==> src/rtl/lsu_mem_port.sv <==
// Memory-stage load/store unit: turns the EX/MEM register contents into a
// request/grant/response transaction with data memory, stalls the pipeline
// while the access is outstanding, and returns extended load data for writeback.
module lsu_mem_port #(
  parameter int unsigned AW = 32
) (
  input  logic          clk_i,
  input  logic          rst_i,
  input  logic [31:0]   alu_data_i,
  input  logic [31:0]   st_data_i,
  input  logic [3:0]    ld_op_i,
  input  logic          mem_wren_i,
  input  logic          is_load_i,
  input  logic [4:0]    rd_addr_i,
  input  logic          rd_wren_i,
  output logic          stall_o,
  output logic          mem_req_o,
  output logic          mem_we_o,
  output logic [AW-1:0] mem_addr_o,
  output logic [31:0]   mem_wdata_o,
  output logic [3:0]    mem_bmask_o,
  input  logic          mem_gnt_i,
  input  logic          mem_rvalid_i,
  input  logic [31:0]   mem_rdata_i,
  output logic [31:0]   ld_data_o,
  output logic          ld_valid_o,
  output logic [4:0]    rd_addr_o,
  output logic          rd_wren_o,
  output logic          misalign_o
);

  typedef enum logic [1:0] {StIdle, StReq, StWait, StDone} state_e;

  localparam logic [1:0] SzByte = 2'd0;
  localparam logic [1:0] SzHalf = 2'd1;
  localparam logic [1:0] SzWord = 2'd2;

  state_e        state_q;
  logic [AW-1:0] addr_q;
  logic [1:0]    size_q;
  logic          sign_q;
  logic          we_q;
  logic [31:0]   wdata_q;
  logic [3:0]    bmask_q;
  logic [4:0]    rd_addr_q;
  logic          rd_wren_q;
  logic [31:0]   ld_data_q;

  logic          access;
  logic          misalign;
  logic [1:0]    size_in;
  logic [31:0]   wdata_in;
  logic [3:0]    bmask_in;
  logic [7:0]    byte_sel;
  logic [15:0]   half_sel;
  logic [31:0]   ld_ext;

  // ld_op_i[3] is reserved and deliberately ignored
  logic unused_op;
  assign unused_op = ld_op_i[3];

  // Decode the incoming access: size, alignment, store lane replication
  always_comb begin
    access   = is_load_i | mem_wren_i;
    size_in  = SzWord;
    wdata_in = st_data_i;
    bmask_in = 4'b1111;
    unique case (ld_op_i[1:0])
      2'b00: begin
        size_in  = SzByte;
        wdata_in = {4{st_data_i[7:0]}};
        bmask_in = 4'b0001 << alu_data_i[1:0];
      end
      2'b01: begin
        size_in  = SzHalf;
        wdata_in = {2{st_data_i[15:0]}};
        bmask_in = alu_data_i[1] ? 4'b1100 : 4'b0011;
      end
      default: begin
        size_in  = SzWord;
        wdata_in = st_data_i;
        bmask_in = 4'b1111;
      end
    endcase
    misalign = ((size_in == SzHalf) && alu_data_i[0]) ||
               ((size_in == SzWord) && (alu_data_i[1:0] != 2'b00));
  end

  // Select the addressed lane of the returned word and extend it
  always_comb begin
    byte_sel = mem_rdata_i[7:0];
    unique case (addr_q[1:0])
      2'b00: byte_sel = mem_rdata_i[7:0];
      2'b01: byte_sel = mem_rdata_i[15:8];
      2'b10: byte_sel = mem_rdata_i[23:16];
      2'b11: byte_sel = mem_rdata_i[31:24];
    endcase
    half_sel = addr_q[1] ? mem_rdata_i[31:16] : mem_rdata_i[15:0];
    unique case (size_q)
      SzByte:  ld_ext = {{24{sign_q & byte_sel[7]}}, byte_sel};
      SzHalf:  ld_ext = {{16{sign_q & half_sel[15]}}, half_sel};
      default: ld_ext = mem_rdata_i;
    endcase
  end

  // Transaction FSM; request fields are latched in IDLE and held until DONE
  always_ff @(posedge clk_i or negedge rst_i) begin
    if (!rst_i) begin
      state_q   <= StIdle;
      addr_q    <= '0;
      size_q    <= SzByte;
      sign_q    <= 1'b0;
      we_q      <= 1'b0;
      wdata_q   <= '0;
      bmask_q   <= '0;
      rd_addr_q <= '0;
      rd_wren_q <= 1'b0;
      ld_data_q <= '0;
    end else begin
      unique case (state_q)
        StIdle: begin
          if (access && !misalign) begin
            addr_q    <= alu_data_i[AW-1:0];
            size_q    <= size_in;
            sign_q    <= ~ld_op_i[2];
            we_q      <= mem_wren_i;
            wdata_q   <= wdata_in;
            bmask_q   <= bmask_in;
            rd_addr_q <= rd_addr_i;
            rd_wren_q <= rd_wren_i;
            state_q   <= StReq;
          end
        end
        StReq: begin
          if (mem_gnt_i) begin
            if (we_q) begin
              state_q <= StDone;
            end else if (mem_rvalid_i) begin
              ld_data_q <= ld_ext;
              state_q   <= StDone;
            end else begin
              state_q <= StWait;
            end
          end
        end
        StWait: begin
          if (mem_rvalid_i) begin
            ld_data_q <= ld_ext;
            state_q   <= StDone;
          end
        end
        StDone: state_q <= StIdle;
        default: state_q <= StIdle;
      endcase
    end
  end

  // Outputs; all forced low while reset is asserted
  always_comb begin
    stall_o     = 1'b0;
    mem_req_o   = 1'b0;
    mem_we_o    = 1'b0;
    mem_addr_o  = '0;
    mem_wdata_o = '0;
    mem_bmask_o = '0;
    ld_valid_o  = 1'b0;
    rd_addr_o   = '0;
    rd_wren_o   = 1'b0;
    misalign_o  = 1'b0;
    ld_data_o   = ld_data_q;
    if (rst_i) begin
      unique case (state_q)
        StIdle: begin
          if (!access) begin
            // non-memory instruction: pass the ALU-result writeback through
            rd_addr_o = rd_addr_i;
            rd_wren_o = rd_wren_i;
          end else if (misalign) begin
            misalign_o = 1'b1;
          end else begin
            stall_o = 1'b1;
          end
        end
        StReq: begin
          stall_o     = 1'b1;
          mem_req_o   = 1'b1;
          mem_we_o    = we_q;
          mem_addr_o  = {addr_q[AW-1:2], 2'b00};
          mem_wdata_o = wdata_q;
          mem_bmask_o = bmask_q;
        end
        StWait: stall_o = 1'b1;
        StDone: begin
          if (!we_q) begin
            ld_valid_o = 1'b1;
            rd_addr_o  = rd_addr_q;
            rd_wren_o  = rd_wren_q;
          end
        end
        default: stall_o = 1'b0;
      endcase
    end
  end

endmodule

==> config.mk <==
export PLATFORM = sky130hd
export DESIGN_NAME = lsu_mem_port
export DESIGN_NICKNAME = d
export VERILOG_FILES = /design/src/rtl/lsu_mem_port.sv
export SDC_FILE = /design/constraint.sdc
export NUM_CORES = 1
export LEC_CHECK = 0
export ABC_AREA = 1
export CAP_MARGIN = 40
export CORE_MARGIN = 5
export CORE_UTILIZATION = 45
export DETAILED_ROUTE_END_ITERATION = 12
export MAX_ROUTING_LAYER = met4
export PLACE_DENSITY = 0.81
export SYNTH_ARGS = -nofsm -noshare
export SYNTH_HDL_FRONTEND = slang
export SYNTH_SLANG_ARGS = --single-unit
==> constraint.sdc <==
create_clock -name clk_i -period 2.1 [get_ports clk_i]
set_input_delay 0.42 -clock clk_i [delete_from_list [all_inputs] [get_ports clk_i]]
set_output_delay 0.42 -clock clk_i [all_outputs]
set_load 0.05 [all_outputs]
# ---- Word-level counts from Yosys, hierarchy flattened
# Cells that the tools add are included.
# Widths: inputs -> output; s select.
dict set report word_totals {
  regBits 112
  output_inout_bits 111
  mem_bits_ro 0
  in_bits 112
  elab_cells 90
  latch_bits 0
  ram_bits 0
  mem_count 0
}
dict set report op_classes {
  reduce_logical 15
  div_mod_pow 0
  bitwise 4
  n_addsub 0
  order_cmp 0
  shift 1
  eq_ne 14
  mul 0
  mux 46
}
# cell count
set ops {}
lappend ops {{$mux 32} 7}
lappend ops {{$pmux 32 s2} 3}
lappend ops {{$pmux 8 s4} 1}
lappend ops {{$mux 1} 19}
lappend ops {{$mux 16} 1}
lappend ops {{$mux 5} 3}
lappend ops {{$mux 4} 3}
lappend ops {{$eq 2x1->1 const B} 5}
lappend ops {{$eq 2x2->1 const B} 5}
lappend ops {{$pmux 5 s2} 1}
lappend ops {{$logic_not 2->1} 4}
lappend ops {{$ne 2x2->1 const B} 4}
lappend ops {{$pmux 2 s4} 1}
lappend ops {{$pmux 4 s2} 1}
lappend ops {{$mux 2} 3}
lappend ops {{$reduce_and 3->1} 2}
lappend ops {{$pmux 1 s2} 2}
lappend ops {{$pmux 2 s2} 1}
lappend ops {{$reduce_bool 2->1} 2}
lappend ops {{$shl 1x2->4 const A} 1}
lappend ops {{$logic_and 1x1->1} 3}
lappend ops {{$and 1x1->1} 2}
lappend ops {{$reduce_and 2->1} 1}
lappend ops {{$reduce_or 2->1} 1}
lappend ops {{other kinds (4)} 4}

# ---- Depth between registers and ports, before layout
dict set report logic_depth {
  depth_word 9
  depth_mapped 11
  depth_no_buf 9
}

# ---- Worst setup path after synthesis
# OpenSTA, ideal clock, no wires.
dict set report synth_path {
  kind {reg-to-output}
  startpoint {reg state_q[0]}
  endpoint {out misalign_o}
  t_arrival_ns 2.385
  path_slack_ns -0.705
  t_required_ns 1.680
  n_path_buf 1
  stages_incl_launch_ff 6
  path_cell_list {dfrtp_1 > inv_1 > ha_1 > buf_4 > inv_2 > nor4_1}
}
dict set report synth_via {
  elab_chain_cells 3
}
# item line
set synth_rtl {}
lappend synth_rtl {{start, declared} 38} ;# state_e state_q;
lappend synth_rtl {{start signal, assigned} 109} ;# state_q <= StIdle;
lappend synth_rtl {{start signal, assigned} 131} ;# state_q <= StReq;
lappend synth_rtl {{start signal, assigned} 137} ;# state_q <= StDone;
lappend synth_rtl {{$logic_not 2->1} 172} ;# unique case (state_q)
lappend synth_rtl {{$mux 1} 172}
lappend synth_rtl {{$mux 1} 171} ;# if (rst_i) begin
lappend synth_rtl {{end, declared} 29} ;# output logic misalign_o
# No other way between the ends.

# ---- Final worst setup path
dict set report layout_path {
  startpoint {in ld_op_i[1]}
  endpoint {out stall_o}
}
dict set report layout_via {
  elab_chain_cells 9
  elab_cells_between_ends 12
  classes_between {eq/ne (3); mux (5); reduce/logical (4)}
}
# item line
set layout_rtl {}
lappend layout_rtl {{start, declared} 11} ;# input logic [3:0] ld_op_i,
lappend layout_rtl {{$eq 2x1->1 or $logic_not 2->1 (tied branches)} 68} ;# unique case (ld_op_i[1:0])
lappend layout_rtl {{$pmux 2 s2 (*)} 68}
lappend layout_rtl {{$eq 2x1->1 or $eq 2x2->1 (tied branches)} {85, 86}}
lappend layout_rtl {{$logic_and 1x1->1, on equally long branches} {85, 86}}
lappend layout_rtl {{$logic_or 1x1->1 (*)} 85} ;# misalign = ((size_in == SzHalf) && alu_data_i[0]) ||
lappend layout_rtl {{$mux 1 (*)} 178} ;# end else if (misalign) begin
lappend layout_rtl {{$mux 1 (*)} 174} ;# if (!access) begin
lappend layout_rtl {{$pmux 1 s2 (*)} 172}
lappend layout_rtl {{$mux 1 (*)} 171}
lappend layout_rtl {{end, declared} 16} ;# output logic stall_o,
# Every way passes the cells marked *; elsewhere a longest branch is shown, timed or not.

==> impl_metrics.csv <==
group,metric,value,unit
logic_synthesis,synth_cell_types,31,
final_layout,syn2layout_area_growth,72.2,%
clocking,htreeDepth,3,
setup_path,critPathBufInv,3,
setup_path,crit_chain,"clkdlybuf4s50_1 -> inv_2 -> nand2_2 -> nand2_2 -> nand2_4 -> a211oi_4 -> buf_12",
global_route,grt_max_degree,51,
power,power_frac_clock,12.3,%
status,status,"finished, violations left",
logic_synthesis,synth_top_area_share,47.1,%
placement,place_ws,-0.0620,ns
placement,place_congestion,0.923,
clocking,numCtsBuffers,9,
clocking,clock-sinks,112,
routing,postRouteAntennaNets,0,
routing,drcViolationCount,0,
routing,vias,6578,
logic_synthesis,syn_area_per_cell,7.44,sq um
global_route,grt_overflow,0,
power,vdd_drop_max,0.824,mV
clocking,clkTransAtPathRegs,0.08,ns
logic_synthesis,syn_inst,800,
hold_path,min_path_type,"input port to asynchronous set/reset pin",
setup_path,crit_start,"ld_op_i[1]",
sta,tightest_slew,0.666,ns
global_route,grt_pass1_wl,33200,microns
die,die_area,15600,sq um
placement,dp_hpwl,14200,microns
clocking,clockRootBuffer,"clkbuf_16",
die,die_h,125,microns
routing,wire_per_inst,19.3,microns
logic_synthesis,synth_top_area_cell,"dfrtp_1",
final_layout,layoutNonFillerInstCount,1204,
setup_path,cp_slowest_cell,"clkdlybuf4s50_1",
sta,min_period,2.14,ns
logic_synthesis,ys_ff_latch,112,
power,powerDensity,1450,nW/um^2
setup_path,cp_common_cell,"nand2_2",
logic_synthesis,async_flop_share,100,%
power,leakagePower,4.60,nW
die,num_io_pins,223,
global_route,grt_pass1_vias,6455,
global_route,grtUsageTotal,27.0,%
clocking,clkLatencyLatePin,0.35,ns
setup_path,cp.arrival,1.72,ns
logic_synthesis,synth_flop_cell,"dfrtp_1",
sta,period_share,102,%
sta,slew_viol_final,0,
setup_path,required,1.68,ns
logic_synthesis,synth_most_common_cell,"nand2_1",
setup_path,cp-end-kind,"output port",
sta,whs,0.166,ns
power,power.internal,0.00773,W
final_layout,drive_gt1_share,24.7,%
status,violations,"setup timing",
logic_synthesis,yosysSeqAreaShare,47.1,%
setup_path,critPathMaxFanout,3,
die,rows,42,
routing,first_pass_iters,6,
die,die_x,125,microns
setup_path,path_class,"input port to output port",
sta,maxClockFrequency,468,MHz
logic_synthesis,synth_area,5950,sq um
routing,drt_iter0_markers,746,
sta,hold_viol_final,0,
sta,finalSetupViolCount,3,
clocking,cts_tree,"yes",
die,coreArea,13100,sq um
routing,viasPerCell,5.46,
logic_synthesis,yosysWarnings,0,
power,p_switching,0.00716,W
setup_path,path_delay_family,"buffers and inverters",
setup_path,slowest_delay,0.48,ns
final_layout,nets,1139,
sta,slew_headroom,55.6,%
final_layout,final_util,78.4,%
logic_synthesis,synth_edf_count,0,
setup_path,timing.rr.start,"state_q[0]$_DFFE_PN0P_",
die,initial_core_util,45.5,%
sta,rsz0062_at_grt,"yes",
power,pwr-share-comb,62.2,%
placement,numPortBuffers,219,
job,max_cap_viol_count,0,
sta,setup_ws,-0.0358,ns
logic_synthesis,synth_common_cells,"nand2_1 (186), inv_1 (116), dfrtp_1 (112), nor2_1 (95), o21ai_0 (69)",
sta,finClkSkew,0.0107,ns
placement,dp_cells,1178,
setup_path,start_kind,"input port",
clocking,clk_path_buf_depth,2,
sta,fin_setup_tns,-0.0716,ns
logic_synthesis,synthTopCellsByArea,"dfrtp_1 (47%), nand2_1 (12%), inv_1 (7.3%), nor2_1 (6.0%), o21ai_0 (5.8%)",
power,p_seq_share,25.5,%
power,switching_share,48.1,%
routing,wl,23300,microns
global_route,antenna_found_initial,1,
clocking,holdBufCountCts,0,
## power groups by stage
stage	clock, W	combinational (W)	sequential (W)
final	0.00183	0.00926	0.00380
after global routing	0.00196	0.00986	0.00391
after CTS	0.00184	0.00867	0.00375
after detailed placement	0	0.00808	0.00379
after global placement	0	0.00790	0.00374
after floorplan	0	0.00408	0.00474
## worst register-to-register path: cells and delay by family (launching register included)
kind	cells	cell delay, ns
buffers and inverters	6	0.76
DFF	1	0.44
AOI/OAI and AO/OA	2	0.29
and+or+nand+nor	2	0.17
adders and majority gates	1	0.16
## final cells by class
class	instances	area, sq um
sequential	112	2800
multi-input combinational	523	3050
antenna	1	2.50
fill	758	2830
timing repair buffer	255	3400
tap	176	220
clock buffer	11	253
inverter	121	459
clock inverter	5	63.8
## per-stage QoR
step | instance area, sq um | power (W)
finish | 10300 | 0.0149
global route | 10300 | 0.0157
CTS | 9940 | 0.0143
detailed placement | 9240 | 0.0119
global placement | 9240 | 0.0116
floorplan | 6010 | 0.00881
## final timing paths
check,end,slack (ns),depth (start not counted)
max,stall_o,-0.04,7
min,addr_q[21]$_DFFE_PN0P_,0.17,2
max reg2reg,wdata_q[16]$_DFFE_PN0P_,0.20,11
min reg2reg,wdata_q[26]$_DFFE_PN0P_,0.49,2
max in group asynchronous,ld_data_o[25]$_DFFE_PN0P_,1.34,2
min in group clk_i,wdata_q[26]$_DFFE_PN0P_,0.49,2
## cells by family (layout without fill, tap and decap cells)
family	count (synthesis)	after routing	share of synthesized area (%)
AOI/OAI and AO/OA	175	175	16.7
adders and majority gates	5	5	1.05
buffers and inverters	166	392	11.5
DFF	112	112	47.1
other	1	3	0.0630
and+or+nand+nor	341	341	23.6
## per-layer routing
metal | global-route usage (%) | routed length [microns] | vias up | part of all wire (%)
met5 | - | 0 | - | 0
met4 | 8.93 | 858 | 0 | 3.7
met3 | 9.17 | 2680 | 79 | 12
met2 | 43.0 | 11200 | 439 | 48
met1 | 32.5 | 8510 | 3117 | 37
li1 | - | - | 2943 | -
## registers in the layout (all words and copies together) (netlist names), 2 cells and up
name / flops
rd_addr_q: 5
addr_q: 32
state_q: 2
size_q: 2
wdata_q: 32
ld_data_o: 32
bmask_q: 4
## cell usage in the layout (no fill, tap or decap), drive strengths merged
master and n:
dfrtp 112, nor4 1, clkinv 4, o21ai 89, o22ai 8, clkdlybuf4s50 140
ha 5, conb 2, a21oi 57, a21boi 13, bufinv 1, dlygate4sd2 1
nor2 99, or2 16, inv 121, a31oi 2, diode 1, a2bb2oi 5
buf 113, nand3 33, nor3 1, a211oi 1, clkbuf 12, nand2 191
## repair_timing
item,4_1_cts,5_1_grt
pin swaps,4,4
resized for setup,96,52
setup endpoints to repair,76,69
cloned,2,2
setup buffers,4,1
(Power assumes the default switching activity.)
==> variant, RTL diff (config.mk and constraints unchanged) <==
Set the parameter `AW` to 16 (it was 32).
--- a/src/rtl/lsu_mem_port.sv
+++ b/src/rtl/lsu_mem_port.sv
@@ -3,5 +3,5 @@
 // while the access is outstanding, and returns extended load data for writeback.
 module lsu_mem_port #(
-  parameter int unsigned AW = 32
+  parameter int unsigned AW = 16
 ) (
   input  logic          clk_i,
Ports: changed (resized mem_addr_o); port bits go from 223 to 207. The function was not compared with the original's and may differ.
==> variant against the unedited design <==
- sequential cell count decreased by 16
- global-route usage decreased by 3.3 points
- final area decreased by 13%
- total power decreased by 14%
- setup slack improved by 0.011 ns
- critical path type is now reg -> out
- routed wire length decreased by 24%
- synthesized cell count decreased by 6.1%
- utilization decreased by 4.3 points
- the run still ends with setup timing left
- largest power group unchanged
- synthesized area decreased by 6.1%
==> variant: results (changes against the unedited design) <==
* Post-synth top cells: 177 x nand2_1, 109 x inv_1, 96 x dfrtp_1, 84 x nor2_1, 47 x o21ai_0
* Area of placed instances at 8240 µm² (-11%)
* VDD IR-drop max at 614.5 µV (-25%)
* Met3 usage at 7.879% (-1.3 points)
* Worst Tran Pin Value at 0.6388 ns (-0.02758 ns)
* CP Max Fanout at 26 (+23)
* Crit. Startpoint: state_q[1]
* Hold WS at 0.3285 ns (+0.1626 ns)
* GR Util met1 at 28.67% (-3.9 points)
* WL met2 at 8579 µm (-24%)
* Clk_skew at 0.005708 ns (-0.004978 ns)
* CP top delay family: buffers and inverters
* Place WS at -0.07945 ns (-0.01749 ns)
* Post-Route WL at 17590 µm (-24%)
* Port bufs at 187 (-15%)
* Finished Cell Area at 8969 µm² (-13%)
* Most Used Layer, Global Route: met2
* Sequential area share after synthesis at 42.97% (-4.1 points)
* DRT iter0 DRCs at 581 (-22%)
* Ranking of synthesized cells by area: dfrtp_1 43%, nand2_1 12%, inv_1 7.3%
* P_clk at 1.63 mW (-11%)
* GRT Util Overall at 23.78% (-3.3 points)
* Clock-pin slew on the worst setup and hold paths at 0.06 ns (-0.02 ns)
* Ys async rst share at 100.0% (unchanged)
* Pleak at 4.155 nW (-9.8%)
* CP Capture Point: mem_wdata_o[0]
* Initial antenna violation count at 1 (unchanged)
* Flip-flop and latch power at 3.28 mW (-14%)
* Crit path largest cell delay at 0.39 ns (-0.09 ns)
* Ys Warns at 0 (unchanged)
* Final worst slack at -0.02494 ns (+0.01088 ns)
* Placed Instances at 1086 (-7.8%)
* Largest net degree at the start of global routing at 53 (+3.9%)
* Met3 wire length at 1782 µm (-33%)
* R2R Setup Slk at 0.22 ns (+0.02 ns)
* Cells after Synth at 751 (-6.1%)
* DRT Pass-1 Iters at 6 (unchanged)
* Clock root buffer: clkbuf_16
* Final Wtd Congestion at 0.8516 (-7.8%)
* RR Endpoint: wdata_q[17]
* Class of the worst hold path: in -> async
* Setup Viol. Count Final at 1 (-2)
* Post-DP HPWL at 12160 µm (-14%)
* Worst Path Arrival at 1.70 ns (-0.02 ns)
* Setup TNS after final layout at -0.02494 ns (+0.04671 ns)
* Layout cells sized above 1 at 25.00% (+0.27 points)
* Routed via count at 5613 (-15%)
* Yosys top cell by area: dfrtp_1
* Via density at 5.061 (-7.4%)
* Fill cells at 866 (+14%)
* Clk pwr share at 12.7% (+0.4 points)
* Status: finished, violations left
* Number of global-route vias before repair at 5488 (-15%)
* Internal power at 6.762 mW (-13%)
* Met1 Wirelength at 6861 µm (-19%)
* Met2 Usage GRT at 38.10% (-4.9 points)
* Failing checks: setup timing
* First-pass GRT wire length at 27170 µm (-18%)
* Post-synth cell types at 41 (+32%)
* Slowest stage cell, crit path: dfrtp_1
variant: cell count changes after synthesis, moves of 10 or more:
cell,change
a21oi_1,-16
nor2_1,-11
clkbuf_1,-12
nand3_1,+12
dfrtp_1,-16
o21ai_0,-22
o21ai_2,+10
variant: timing repair:
action | CTS | global route
setup endpoints to repair | 60 | 59
hold buffers | 1 | 0
resized for setup | 22 | 80
cloned | 0 | 2
endpoints found under the hold margin | 1 | 0
buffers inserted | 2 | 3
pin swaps | 2 | 4
variant: cell families (layout without fill, tap and decap cells):
family	Yosys count	in the layout	share of synthesized area [%]
AO/OA/AOI/OAI	144	144	15.67
adder cells (fa/ha/maj)	5	5	1.119
buffers and inverters	160	348	13.29
flip-flops	96	96	42.97
other	1	3	0.06708
AND/OR/NAND/NOR	345	345	26.88
variant: cell type report:
cell class	count	share of cell area (%)
repair buffers	217	31.08
flip-flops and latches	96	26.79
diodes	1	0.02790
clock inverters	3	0.4883
multi-input cells	496	31.42
well taps	168	2.344
inverters	117	5.148
clock buffers	11	2.706
